**src/rtl/spi_timer_pkg.sv**
```systemverilog
// Shared types for the programmable SPI delay timer.
package spi_timer_pkg;

   typedef enum logic [1:0] {
      IDLE = 2'd0,
      RUN  = 2'd1,
      DONE = 2'd2
   } timer_state_e;

endpackage

```
**src/rtl/spi_prescaler.sv**
```systemverilog
// Clock prescaler: pulses tick_o on every (prescale_i+1)-th enabled cycle.
module spi_prescaler #(
   parameter int PRESCALE_WIDTH = 8
) (
   input  logic                      clock_i,
   input  logic                      reset_ni,
   input  logic                      clear_i,
   input  logic                      en_i,
   input  logic [PRESCALE_WIDTH-1:0] prescale_i,
   output logic                      tick_o
);

   logic [PRESCALE_WIDTH-1:0] cnt_q;

   // Counter clears on its own tick, so it never wraps past prescale_i.
   assign tick_o = en_i && (cnt_q == prescale_i);

   always_ff @(posedge clock_i or negedge reset_ni) begin
      if (!reset_ni) begin
         cnt_q <= '0;
      end else if (clear_i) begin
         cnt_q <= '0;
      end else if (en_i) begin
         cnt_q <= tick_o ? '0 : cnt_q + PRESCALE_WIDTH'(1);
      end
   end

endmodule

```
**src/rtl/spi_prog_delay_timer.sv**
```systemverilog
// Run-time programmable delay timer for the SPI master: one-shot or periodic,
// abortable, with remaining-tick readout. Delay is formed by nested counters.
module spi_prog_delay_timer
   import spi_timer_pkg::*;
#(
   parameter int COUNT_WIDTH    = 16,
   parameter int PRESCALE_WIDTH = 8
) (
   input  logic                      clock_i,
   input  logic                      reset_ni,
   input  logic                      start_i,
   input  logic                      abort_i,
   input  logic [COUNT_WIDTH-1:0]    count_i,
   input  logic [PRESCALE_WIDTH-1:0] prescale_i,
   input  logic                      periodic_i,
   output logic                      busy_o,
   output logic                      done_o,
   output logic                      tick_o,
   output logic [COUNT_WIDTH-1:0]    remaining_o
);

   timer_state_e              state_q, state_d;
   logic [COUNT_WIDTH-1:0]    count_q;
   logic [PRESCALE_WIDTH-1:0] prescale_q;
   logic                      periodic_q;
   logic [COUNT_WIDTH-1:0]    remaining_d;
   logic                      busy_d, done_d, tick_d;
   logic                      launch, expire, pre_tick, pre_clear, pre_en;

   // Abort outranks both expiry and start; start is ignored while running.
   assign launch    = (state_q != RUN) && start_i && !abort_i;
   assign expire    = (state_q == RUN) && !abort_i &&
                      ((count_q == '0) || (pre_tick && (remaining_o == COUNT_WIDTH'(1))));
   assign pre_en    = (state_q == RUN);
   assign pre_clear = launch || abort_i || (expire && periodic_q);

   spi_prescaler #(
      .PRESCALE_WIDTH(PRESCALE_WIDTH)
   ) u_prescaler (
      .clock_i   (clock_i),
      .reset_ni  (reset_ni),
      .clear_i   (pre_clear),
      .en_i      (pre_en),
      .prescale_i(prescale_q),
      .tick_o    (pre_tick)
   );

   always_ff @(posedge clock_i or negedge reset_ni) begin
      if (!reset_ni) begin
         state_q <= IDLE;
      end else begin
         state_q <= state_d;
      end
   end

   always_comb begin
      state_d = state_q;
      unique case (state_q)
         IDLE: if (launch) state_d = RUN;
         RUN: begin
            if (abort_i)                   state_d = IDLE;
            else if (expire && !periodic_q) state_d = DONE;
         end
         DONE: begin
            if (abort_i)     state_d = IDLE;
            else if (launch) state_d = RUN;
         end
         default: state_d = IDLE;
      endcase
   end

   always_comb begin
      busy_d      = (state_d == RUN);
      done_d      = (state_d == DONE);
      tick_d      = expire;
      remaining_d = remaining_o;
      if (state_d != RUN) begin
         remaining_d = '0;
      end else if (launch) begin
         remaining_d = count_i;
      end else if (expire) begin
         remaining_d = count_q;
      end else if (pre_tick && (remaining_o != '0)) begin
         remaining_d = remaining_o - COUNT_WIDTH'(1);
      end
   end

   always_ff @(posedge clock_i or negedge reset_ni) begin
      if (!reset_ni) begin
         busy_o      <= 1'b0;
         done_o      <= 1'b0;
         tick_o      <= 1'b0;
         remaining_o <= '0;
         count_q     <= '0;
         prescale_q  <= '0;
         periodic_q  <= 1'b0;
      end else begin
         busy_o      <= busy_d;
         done_o      <= done_d;
         tick_o      <= tick_d;
         remaining_o <= remaining_d;
         if (launch) begin
            count_q    <= count_i;
            prescale_q <= prescale_i;
            periodic_q <= periodic_i;
         end
      end
   end

endmodule

```
**config.mk**
```make
export PLATFORM = sky130hd
export DESIGN_NAME = spi_prog_delay_timer
export DESIGN_NICKNAME = d
export VERILOG_FILES = /design/src/rtl/spi_timer_pkg.sv /design/src/rtl/spi_prescaler.sv /design/src/rtl/spi_prog_delay_timer.sv
export SDC_FILE = /design/constraint.sdc
export NUM_CORES = 1
export LEC_CHECK = 0
export ABC_CLOCK_PERIOD_IN_PS = 2200
export BUFFER_PORTS_ARGS = -buffer_cell sky130_fd_sc_hd__buf_2
export CAP_MARGIN = 15
export CORE_MARGIN = 5
export CORE_UTILIZATION = 51
export DETAILED_ROUTE_END_ITERATION = 16
export PLACE_DENSITY = 0.76
export SLEW_MARGIN = 20
export SYNTH_ARGS = -nofsm -noshare
export SYNTH_HDL_FRONTEND = slang
export SYNTH_SLANG_ARGS = --single-unit
export TNS_END_PERCENT = 10
```
**constraint.sdc**
```tcl
create_clock -name clock_i -period 2.2 [get_ports clock_i]
set_input_delay 0.22 -clock clock_i [delete_from_list [all_inputs] [get_ports clock_i]]
set_output_delay 0.22 -clock clock_i [all_outputs]
set_load 0.1 [all_outputs]
```
==> flow_summary.ini <==
[run_status]
outcome = finished, violations left
failed_checks = negative setup slack

[route]
wl_um = 9716
drtPass1Iterations = 4
ant_nets = 0
num_vias = 3131
detail_route.vias_per_cell = 5.941
drtIter0Drc = 269
route.detailed.drc = 0
highest_layer = met4
routedWlPerCell_um = 18.44
route.met3.wl_um = 669
dr_wl_met2_um = 4663
wl_met1_um = 4087

[synth]
synth_top_family_by_area = simple AND/OR/NAND/NOR gates
synth_edf_count = 0
syn_avg_cell_area_um2 = 8.871
ys_seq_area_frac = 0.4415
synth_xor_area_frac = 0.04579
synth.cell_area_mm2 = 0.003060
ys_ff_latch = 54
synth_warnings = 0
synth_simple_gate_area_frac = 0.2805
syn-num-nets = 378
synthMuxAreaShare = 0.01063
async_flop_share = 1.000
synth_fa_ha_area_frac = 0.01635
syn_inst = 345
synth_compound_area_frac = 0.1787
ys_types = 57
synthFlopType = dfrtp_1

[setup_path]
slowest_delay_ps = 450
critPathLaunchType = register
path_class = reg2reg
cp_top_family = simple AND/OR/NAND/NOR gates
crit_path_end_kind = register
path_buf_inv = 1
cp_cell_sequence = nor4_4, buf_4, nand3_2, or4_1, a2111oi_2, a211oi_1, a21oi_1
cp.arrival_ps = 2450
worstPathRequired_ps = 2440
cp_slowest_cell = dfrtp_2
cp_max_fo = 4

[global_routing]
grt_pass1_vias = 3101
grt_max_degree = 33
grt_overflow = 0
grt_pass1_wl_um = 15880
grt_usage = 0.2693
antenna_found_initial = 0

[placement]
portBuffers = 47
dpl_worst_slack_ps = -176.7
place_inst = 515
place_congestion = 0.9880
dp_hpwl_um = 7400
place_area_mm2 = 0.003867

[final_layout]
final_core_util = 0.6971
num_antenna_cells = 0
nets = 484
layout_commonest_cell = nand2_1
finalNonFillerCells = 527
area.growth.synth_to_final_pct = 34.06
mostFrequentLayoutCells = 84 x nand2_1, 62 x buf_4, 47 x buf_2
design_area_mm2 = 0.004103
final_layout_size_suffix_gt1_frac = 0.3761

[clock_network]
ctsHtreeMaxLevel = 2
clk_latency_ps = 320
clockRootBuffer = clkbuf_8
cts_buffers = 5
cts.sinks = 54
clkTransAtPathRegs_ps = 100
cts_tree = built
cts_buffer_depth = 2

[sta]
period_minus_slack_ps = 2211
period_share = 1.005
hold_viol = 0
max_slew_margin = 0.6286
setup_tns_ps = -11.41
skew_ps = 7.787
fin_ws_ps = -11.41
finalSetupViolations = 1
grt_setup_unrepaired = true
report.final.slew_viol_count = 0
fmax_ghz = 0.4522
whs_ps = 83.61
worstMarginPinSlew_ps = 557.2

[power_and_ir_drop]
total_power_mw = 5.178
p_per_area_mw_per_mm2 = 1262
p_sw_frac = 0.4515
p_clk_frac = 0.156
irDropWorstVdd_v = 0.0006493
power_leakage_nw = 2.001
p_comb_frac = 0.544
p_sw_mw = 2.338
power_frac_seq = 0.299
p_int_mw = 2.840

[floorplan]
dieWidth_um = 87.47
die_h_um = 87.47
core_mm2 = 0.005886
rows = 28
ios = 48
start_util = 0.5200
fp.dieArea_mm2 = 0.007650

[run]
drv_cap = 0

[min_path]
hp-class = in2reg
## cells in the mapped netlist, drive strengths merged, types with 3 or more instances
master / count / area share
o21a: 4 / 0.0098
nand4: 9 / 0.018
and3: 4 / 0.0086
o21ai: 10 / 0.018
o221ai: 6 / 0.017
a21oi: 11 / 0.018
nor2: 22 / 0.029
nand2: 84 / 0.10
nor3: 10 / 0.020
inv: 7 / 0.0086
dfrtp: 54 / 0.44
xor2: 14 / 0.040
a211oi: 6 / 0.015
a21o: 3 / 0.0074
or4: 3 / 0.0086
nand3: 10 / 0.018
nor4: 9 / 0.028
or2: 3 / 0.0061
clkbuf: 7 / 0.0086
o22ai: 10 / 0.020
a31oi: 11 / 0.022
o211ai: 3 / 0.0074
and2: 3 / 0.0061
buf: 6 / 0.0094
ha: 4 / 0.016
## cell families after synthesis
| group | after synthesis |
|---|---|
| and+or+nand+nor | 170 |
| DFF | 54 |
| buffers and inverters | 20 |
| AOI/OAI and AO/OA | 78 |
| adders and majority gates | 4 |
| xor gates and xnor gates | 16 |
| muxes | 3 |
## power by group through the flow
stage | Clock (mW) | Sequential, mW | Combinational, mW
global route | 0.859 | 1.59 | 3.03
floorplan | 0 | 1.92 | 1.27
detailed placement | 0 | 1.54 | 2.68
global placement | 0 | 1.54 | 2.66
CTS | 0.826 | 1.53 | 2.71
finish | 0.809 | 1.55 | 2.82
## metal layers
metal | vias to the layer above | track usage
met5 | - | 0
met2 | 164 | 0.4500
met1 | 1474 | 0.3559
li1 | 1466 | -
met3 | 27 | 0.03784
met4 | 0 | 0.09484
## what timing repair did
item / CTS / global route
hold buffers: 1 / 0
setup endpoints to repair: 5 / 21
hold endpoints to repair: 22 / 0
pin swaps: 0 / 7
gates resized for setup: 6 / 9
gates cloned: 0 / 0
setup buffers: 0 / 3
## worst paths after layout
check                                           start                           to  slack, ps  depth (start not counted)
setup / recovery           remaining_o[2]$_DFFE_PN0P_  remaining_o[15]$_DFFE_PN0P_        -10                          7
hold / removal                          prescale_i[2]    prescale_q[2]$_DFFE_PN0P_         80                          3
setup reg to reg           remaining_o[2]$_DFFE_PN0P_  remaining_o[15]$_DFFE_PN0P_        -10                          7
hold reg to reg             prescale_q[4]$_DFFE_PN0P_    prescale_q[4]$_DFFE_PN0P_        510                          2
max in group asynchronous                    reset_ni   remaining_o[0]$_DFFE_PN0P_       1210                          3
min in group asynchronous                    reset_ni       count_q[7]$_DFFE_PN0P_        410                          2
## cell type report
type | count | area [µm²]
fill | 470 | 1783
multi-input combinational | 271 | 1718
inverter | 7 | 26.28
clock buffer | 5 | 68.82
tap | 75 | 93.84
timing repair buffer | 112 | 750.7
sequential | 54 | 1376
clock inverter | 3 | 68.82
## flip-flops by register name, summed over array words and instances (netlist names)
name               flops
periodic_q             1
remaining_o           16
busy_o                 1
count_q               16
prescale_q             8
tick_o                 1
u_prescaler.cnt_q      8
state_q                2
done_o                 1
## worst register-to-register path, stage by stage, from the launching register on
cell and delay, ps:
dfrtp_2 450, nor4_4 340, buf_4 200, nand3_2 80
or4_1 440, a2111oi_2 380, a211oi_1 90, a21oi_1 160
(Power assumes the default switching activity.)
